<file path="config.mk">
export PLATFORM = sky130hd
export DESIGN_NAME = mul_unit_flat
export DESIGN_NICKNAME = d
export VERILOG_FILES = /design/src/rtl/mdu_pkg.sv /design/src/rtl/mul_unit_if.sv /design/src/rtl/mul_unit_twos_neg.sv /design/src/rtl/mul_unit.sv /design/src/flat_wrapper.sv
export SDC_FILE = /design/constraint.sdc
export NUM_CORES = 1
export LEC_CHECK = 0
export ABC_CLOCK_PERIOD_IN_PS = 6200
export CORE_ASPECT_RATIO = 0.8
export CORE_MARGIN = 2
export CORE_UTILIZATION = 42
export CTS_BUF_LIST = sky130_fd_sc_hd__clkbuf_4 sky130_fd_sc_hd__clkbuf_8
export DETAILED_ROUTE_END_ITERATION = 10
export PLACE_DENSITY = 0.61
export SLEW_MARGIN = 10
export SYNTH_ARGS = -nofsm -noshare
export SYNTH_HDL_FRONTEND = slang
export SYNTH_SLANG_ARGS = --single-unit
</file>
<file path="constraint.sdc">
create_clock -name clk -period 6.2 [get_ports clk]
set_input_delay 0.62 -clock clk [delete_from_list [all_inputs] [get_ports clk]]
set_output_delay 0.62 -clock clk [all_outputs]
set_load 0.03 [all_outputs]
</file>
<file path="src/rtl/mdu_pkg.sv">
// Shared multiply/divide unit definitions: operand width default,
// mulctl encodings (func3[1:0]) and the multiply sequencer states.
package mdu_pkg;

    localparam int XLEN_DEFAULT = 32;

    typedef enum logic [1:0] {
        MUL_LO  = 2'b00,
        MUL_HSS = 2'b01,
        MUL_HSU = 2'b10,
        MUL_HUU = 2'b11
    } mulctl_e;

    typedef enum logic [1:0] {
        ST_IDLE = 2'b00,
        ST_CALC = 2'b01,
        ST_FIX  = 2'b10,
        ST_DONE = 2'b11
    } mul_state_e;

    // rs1 is treated as signed for MULH and MULHSU
    function automatic logic rs1_is_signed(input mulctl_e ctl);
        return (ctl == MUL_HSS) || (ctl == MUL_HSU);
    endfunction

    // rs2 is treated as signed for MULH only
    function automatic logic rs2_is_signed(input mulctl_e ctl);
        return (ctl == MUL_HSS);
    endfunction

endpackage

</file>
<file path="src/rtl/mul_unit_if.sv">
// Request/response bundle between the core controller (master) and
// the iterative multiply unit (slave).
interface mul_unit_if
    import mdu_pkg::*;
#(
    parameter int XLEN = XLEN_DEFAULT
);
    logic            mulstart;
    logic [1:0]      mulctl;
    logic [XLEN-1:0] rs1;
    logic [XLEN-1:0] rs2;
    logic [XLEN-1:0] result;
    logic            exdone;
    logic            busy;

    modport master (
        output mulstart, mulctl, rs1, rs2,
        input  result, exdone, busy
    );

    modport slave (
        input  mulstart, mulctl, rs1, rs2,
        output result, exdone, busy
    );
endinterface

</file>
<file path="src/rtl/mul_unit_twos_neg.sv">
// Conditional two's-complement negator: passes the input through when
// neg is low, returns its two's complement when neg is high.
module twos_neg #(
    parameter int W = 32
) (
    input  logic         neg,
    input  logic [W-1:0] a,
    output logic [W-1:0] y
);

    // Negate as invert-plus-one; the most negative value maps to itself,
    // which read as unsigned is exactly its magnitude.
    always_comb begin
        y = neg ? (~a + W'(1)) : a;
    end

endmodule

</file>
<file path="src/rtl/mul_unit.sv">
// Iterative shift-add multiplier for MUL/MULH/MULHSU/MULHU. Operands are
// converted to magnitudes on accept, multiplied unsigned over XLEN
// cycles, then the product sign is applied in a single fix-up cycle.
// Latency is fixed at XLEN+1 cycles from the accept edge.
module mul_unit
    import mdu_pkg::*;
#(
    parameter int XLEN = XLEN_DEFAULT
) (
    input  logic      clk,
    input  logic      rst,
    mul_unit_if.slave bus
);

    localparam int CW = $clog2(XLEN + 1);

    mul_state_e        state_q, state_d;
    mulctl_e           ctl_q, ctl_d;
    logic              sign_q, sign_d;
    logic [XLEN-1:0]   mcand_q, mcand_d;
    logic [2*XLEN-1:0] acc_q, acc_d;
    logic [CW-1:0]     cnt_q, cnt_d;
    logic [XLEN-1:0]   result_q, result_d;
    logic              exdone_q, exdone_d;
    logic              busy_q, busy_d;

    mulctl_e           req_ctl;
    logic              rs1_neg;
    logic              rs2_neg;
    logic [XLEN-1:0]   rs1_mag;
    logic [XLEN-1:0]   rs2_mag;
    logic [XLEN:0]     addend;
    logic [XLEN:0]     step_sum;
    logic [2*XLEN-1:0] prod_fixed;

    // Decode the incoming request's operand signedness.
    always_comb begin
        req_ctl = mulctl_e'(bus.mulctl);
        rs1_neg = rs1_is_signed(req_ctl) & bus.rs1[XLEN-1];
        rs2_neg = rs2_is_signed(req_ctl) & bus.rs2[XLEN-1];
    end

    twos_neg #(.W(XLEN)) u_rs1_mag (
        .neg (rs1_neg),
        .a   (bus.rs1),
        .y   (rs1_mag)
    );

    twos_neg #(.W(XLEN)) u_rs2_mag (
        .neg (rs2_neg),
        .a   (bus.rs2),
        .y   (rs2_mag)
    );

    twos_neg #(.W(2*XLEN)) u_prod_fix (
        .neg (sign_q),
        .a   (acc_q),
        .y   (prod_fixed)
    );

    // One shift-add step: XLEN+1 bit adder keeps the carry, which is
    // shifted down into the top of the accumulator.
    always_comb begin
        addend   = acc_q[0] ? {1'b0, mcand_q} : '0;
        step_sum = {1'b0, acc_q[2*XLEN-1:XLEN]} + addend;
    end

    // Sequencer next-state: accept, iterate, sign fix-up, hold until the
    // request drops; dropping the request mid-operation aborts silently.
    always_comb begin
        state_d  = state_q;
        ctl_d    = ctl_q;
        sign_d   = sign_q;
        mcand_d  = mcand_q;
        acc_d    = acc_q;
        cnt_d    = cnt_q;
        result_d = result_q;
        case (state_q)
            ST_IDLE: begin
                if (bus.mulstart) begin
                    ctl_d   = req_ctl;
                    sign_d  = rs1_neg ^ rs2_neg;
                    mcand_d = rs1_mag;
                    acc_d   = {{XLEN{1'b0}}, rs2_mag};
                    cnt_d   = CW'(XLEN);
                    state_d = ST_CALC;
                end
            end
            ST_CALC: begin
                if (!bus.mulstart) begin
                    state_d = ST_IDLE;
                end else begin
                    acc_d = {step_sum, acc_q[XLEN-1:1]};
                    cnt_d = cnt_q - CW'(1);
                    if (cnt_q == CW'(1)) begin
                        state_d = ST_FIX;
                    end
                end
            end
            ST_FIX: begin
                if (!bus.mulstart) begin
                    state_d = ST_IDLE;
                end else begin
                    result_d = (ctl_q == MUL_LO) ? prod_fixed[XLEN-1:0]
                                                 : prod_fixed[2*XLEN-1:XLEN];
                    state_d  = ST_DONE;
                end
            end
            ST_DONE: begin
                if (!bus.mulstart) begin
                    state_d = ST_IDLE;
                end
            end
            default: begin
                state_d = ST_IDLE;
            end
        endcase
        exdone_d = (state_d == ST_DONE);
        busy_d   = (state_d == ST_CALC) || (state_d == ST_FIX);
    end

    // State and registered outputs; reset clears everything immediately.
    always_ff @(posedge clk or posedge rst) begin
        if (rst) begin
            state_q  <= ST_IDLE;
            ctl_q    <= MUL_LO;
            sign_q   <= 1'b0;
            mcand_q  <= '0;
            acc_q    <= '0;
            cnt_q    <= '0;
            result_q <= '0;
            exdone_q <= 1'b0;
            busy_q   <= 1'b0;
        end else begin
            state_q  <= state_d;
            ctl_q    <= ctl_d;
            sign_q   <= sign_d;
            mcand_q  <= mcand_d;
            acc_q    <= acc_d;
            cnt_q    <= cnt_d;
            result_q <= result_d;
            exdone_q <= exdone_d;
            busy_q   <= busy_d;
        end
    end

    assign bus.result = result_q;
    assign bus.exdone = exdone_q;
    assign bus.busy   = busy_q;

endmodule

</file>
<file path="src/flat_wrapper.sv">
// flat-port wrapper written by rule: the top's interface ports become plain ports
module mul_unit_flat import mdu_pkg::*;
#(
    parameter int XLEN = XLEN_DEFAULT
)
  (clk, rst, bus_mulstart, bus_mulctl, bus_rs1, bus_rs2, bus_result, bus_exdone, bus_busy);
  mul_unit_if #(.XLEN(XLEN)) bus_i ();
  input  logic clk;
  input  logic rst;
  input wire logic [$bits(bus_i.mulstart)-1:0] bus_mulstart;
  input wire logic [$bits(bus_i.mulctl)-1:0] bus_mulctl;
  input wire logic [$bits(bus_i.rs1)-1:0] bus_rs1;
  input wire logic [$bits(bus_i.rs2)-1:0] bus_rs2;
  output wire logic [$bits(bus_i.result)-1:0] bus_result;
  output wire logic [$bits(bus_i.exdone)-1:0] bus_exdone;
  output wire logic [$bits(bus_i.busy)-1:0] bus_busy;
  assign bus_i.mulstart = bus_mulstart;
  assign bus_i.mulctl = bus_mulctl;
  assign bus_i.rs1 = bus_rs1;
  assign bus_i.rs2 = bus_rs2;
  assign bus_result = bus_i.result;
  assign bus_exdone = bus_i.exdone;
  assign bus_busy = bus_i.busy;
  mul_unit #(.XLEN(XLEN)) u_core (.clk(clk), .rst(rst), .bus(bus_i));
endmodule
</file>
==> flow_summary.json <==
{
  "numClockSinks": 141,
  "power_density_nw_per_um2": 364,
  "crit_buf_inv": 1,
  "maxCapViolCount": 0,
  "fin_nets": 1439,
  "start_util": 0.425,
  "dpl.hpwl_um": 22300,
  "routed_via_density": 5.78,
  "die_w_um": 179,
  "cp.arrival_ns": 3.93,
  "layout_min_cycle_time_ns": 3.63,
  "rsz0062_at_grt": "false",
  "synthCells": 1269,
  "fin_crit_sh": 0.586,
  "critPathTopFamily": "compound AO/OA/AOI/OAI gates",
  "via_count": 9595,
  "drt_first_pass_iters": 5,
  "layout-drive-gt1-share": 0.0424,
  "grt_pass1_vias": 8671,
  "root_buffer": "clkbuf_8",
  "clock_latency_ns": 0.47,
  "postRouteAntennaNets": 0,
  "p_leak_nw": 4.92,
  "fin_util": 0.493,
  "cts_buffer_depth": 2,
  "crit_slowest_cell": "o31ai_1",
  "ys_seq_area_frac": 0.344,
  "critPathMaxFanout": 32,
  "clk_transition_reported_paths_ns": 0.08,
  "ctsResizeCount": 0,
  "drc": 0,
  "routedWlPerCell_um": 17.8,
  "tns_ns": 0,
  "syn_area_um2": 10200,
  "post_cts_buffers": 0,
  "synth.most_common_cell": "nand2_1",
  "synth_seq_cells": 141,
  "core_area_um2": 24100,
  "peakVddDrop_v": 0.000149,
  "status": "finished clean",
  "die_area_um2": 25700,
  "synth_fp_nets": 1378,
  "synth_edf_count": 0,
  "grt_usage": 0.237,
  "grt_start_max_net_pins": 95,
  "netlist.area_leader.share": 0.344,
  "antenna_cells": 0,
  "cts_tree": "built",
  "drt_iter0_drc": 838,
  "synthTopCellsByArea": "dfrtp_1, o21ai_0, nand2_1",
  "cp_data_required_time_ns": 6.50,
  "worst_pin_slew_ns": 1.04,
  "holdBufCountCts": 0,
  "port-buffer-count": 102,
  "async_reset_ff_frac": 1.00,
  "netlist-cell-type-count": 60,
  "crit_chain": "buf_4, and2_1, ha_1, a21o_1, a21o_1, a2111oi_0, nor3_1, o31ai_1, o21ai_0, xnor2_1, o21ai_0",
  "worstSetupPathType": "reg2reg",
  "fmaxAchievable_ghz": 0.275,
  "die_h_um": 144,
  "p_total_mw": 4.33,
  "cts_made_buffers": 17,
  "relSlewSlack": 0.302,
  "grt.overflow.total": 0,
  "gp_congestion": 0.927,
  "synth.largest_area_cell": "dfrtp_1",
  "avgSynthCellArea_um2": 8.07,
  "hp-class": "reg2reg",
  "slew_viol_final": 0,
  "timing.hold.ws_ns": 0.478,
  "io_pins": 103,
  "totalWireLength_um": 29600,
  "dpl-instance-area_um2": 11500,
  "antenna_found_initial": 1,
  "h-tree-depth": 4,
  "cp-start-kind": "register",
  "design_area_um2": 11900,
  "cp_slowest_stage_delay_ns": 0.73,
  "end_kind": "register",
  "ys.flop_type": "dfrtp_1",
  "clock_skew_ns": 0.0229,
  "setup_viol": 0,
  "syn_to_final_growth_pct": 16.0,
  "finalHoldViolCount": 0,
  "yosys_warnings": 0,
  "synth_commonest_cells": "nand2_1, o21ai_0, dfrtp_1",
  "grt_pass1_wl_um": 47600,
  "fp-row-count": 51
}
state kept, by name, summed over array words and instances (netlist names):
| name | cells |
|---|---|
| u_core.acc_q | 64 |
| u_core.bus.exdone | 1 |
| u_core.state_q | 2 |
| u_core.sign_q | 1 |
| u_core.bus.busy | 1 |
| u_core.cnt_q | 6 |
| u_core.ctl_q | 2 |
| u_core.mcand_q | 32 |
| u_core.bus.result | 32 |
tightest hold or removal path, cell delays in order (launching register included):
cell     delay (ns)
dfrtp_1        0.34
nand2_1        0.04
o21ai_0        0.06
power by group:
part	internal (mW)	total, mW	switching, mW	leakage [nW]
registers	1.19	1.54	0.343	1.82
clock network	0.380	0.770	0.389	0.197
logic	0.817	2.02	1.21	2.91
kinds of logic after synthesis:
| family | count (synthesis) | synth area share |
|---|---|---|
| muxes | 6 | 0.00586 |
| xor gates and xnor gates | 135 | 0.115 |
| adders and majority gates | 40 | 0.0496 |
| DFF | 141 | 0.344 |
| AOI/OAI and AO/OA | 406 | 0.240 |
| buffers and inverters | 96 | 0.0354 |
| and+or+nand+nor | 445 | 0.210 |
stage by stage:
stage               setup slack, ns  instances
finish                         2.57       1661
global route                   2.26       1661
CTS                            2.65       1661
detailed placement             2.49       1629
global placement               2.50       1629
floorplan                      1.80       1269
cell usage in the layout (no fill, tap or decap), drive strengths merged, types with 18 or more instances in the layout:
master,n
a21o,20
a21oi,86
and2,41
clkbuf,20
clkdlybuf4s50,102
dfrtp,141
ha,39
inv,29
nand2,184
nor2,75
nor3,18
nor4,20
o21ai,185
o31ai,34
o41ai,27
or3,20
xnor2,72
xor2,63
area by class of cell:
cell class                      instances  area [µm²]
Fill cell                            2337       12200
Multi-Input combinational cell       1032        6360
Sequential cell                       141        3530
Timing Repair Buffer                  112        1100
Tap cell                              318         398
Clock buffer                           20         263
Clock inverter                         12         136
Inverter                               26         103
per-layer routing:
layer  GRT usage  vias to the layer above  wire, µm
met1       0.373                     4555     15100
met4      0.0526                        0       429
met5           0                        -         0
met3      0.0450                       31      2160
met2       0.332                      322     11900
li1            -                     4687         -
path summary, 6_finish.rpt:
path / start / end / slack (ns) / cells past startpoint
worst max-delay path: u_core.acc_q[0] / u_core.acc_q[56] / 2.57 / 11
worst min-delay path: u_core.mcand_q[6] / u_core.mcand_q[6] / 0.48 / 2
worst max register to register: u_core.acc_q[0] / u_core.acc_q[56] / 2.57 / 11
worst min register to register: u_core.mcand_q[6] / u_core.mcand_q[6] / 0.48 / 2
max in group asynchronous: rst / u_core.bus.result[14] / 4.26 / 3
min in group asynchronous: rst / u_core.acc_q[4] / 0.69 / 2
Power figures use the tool's default switching activity.
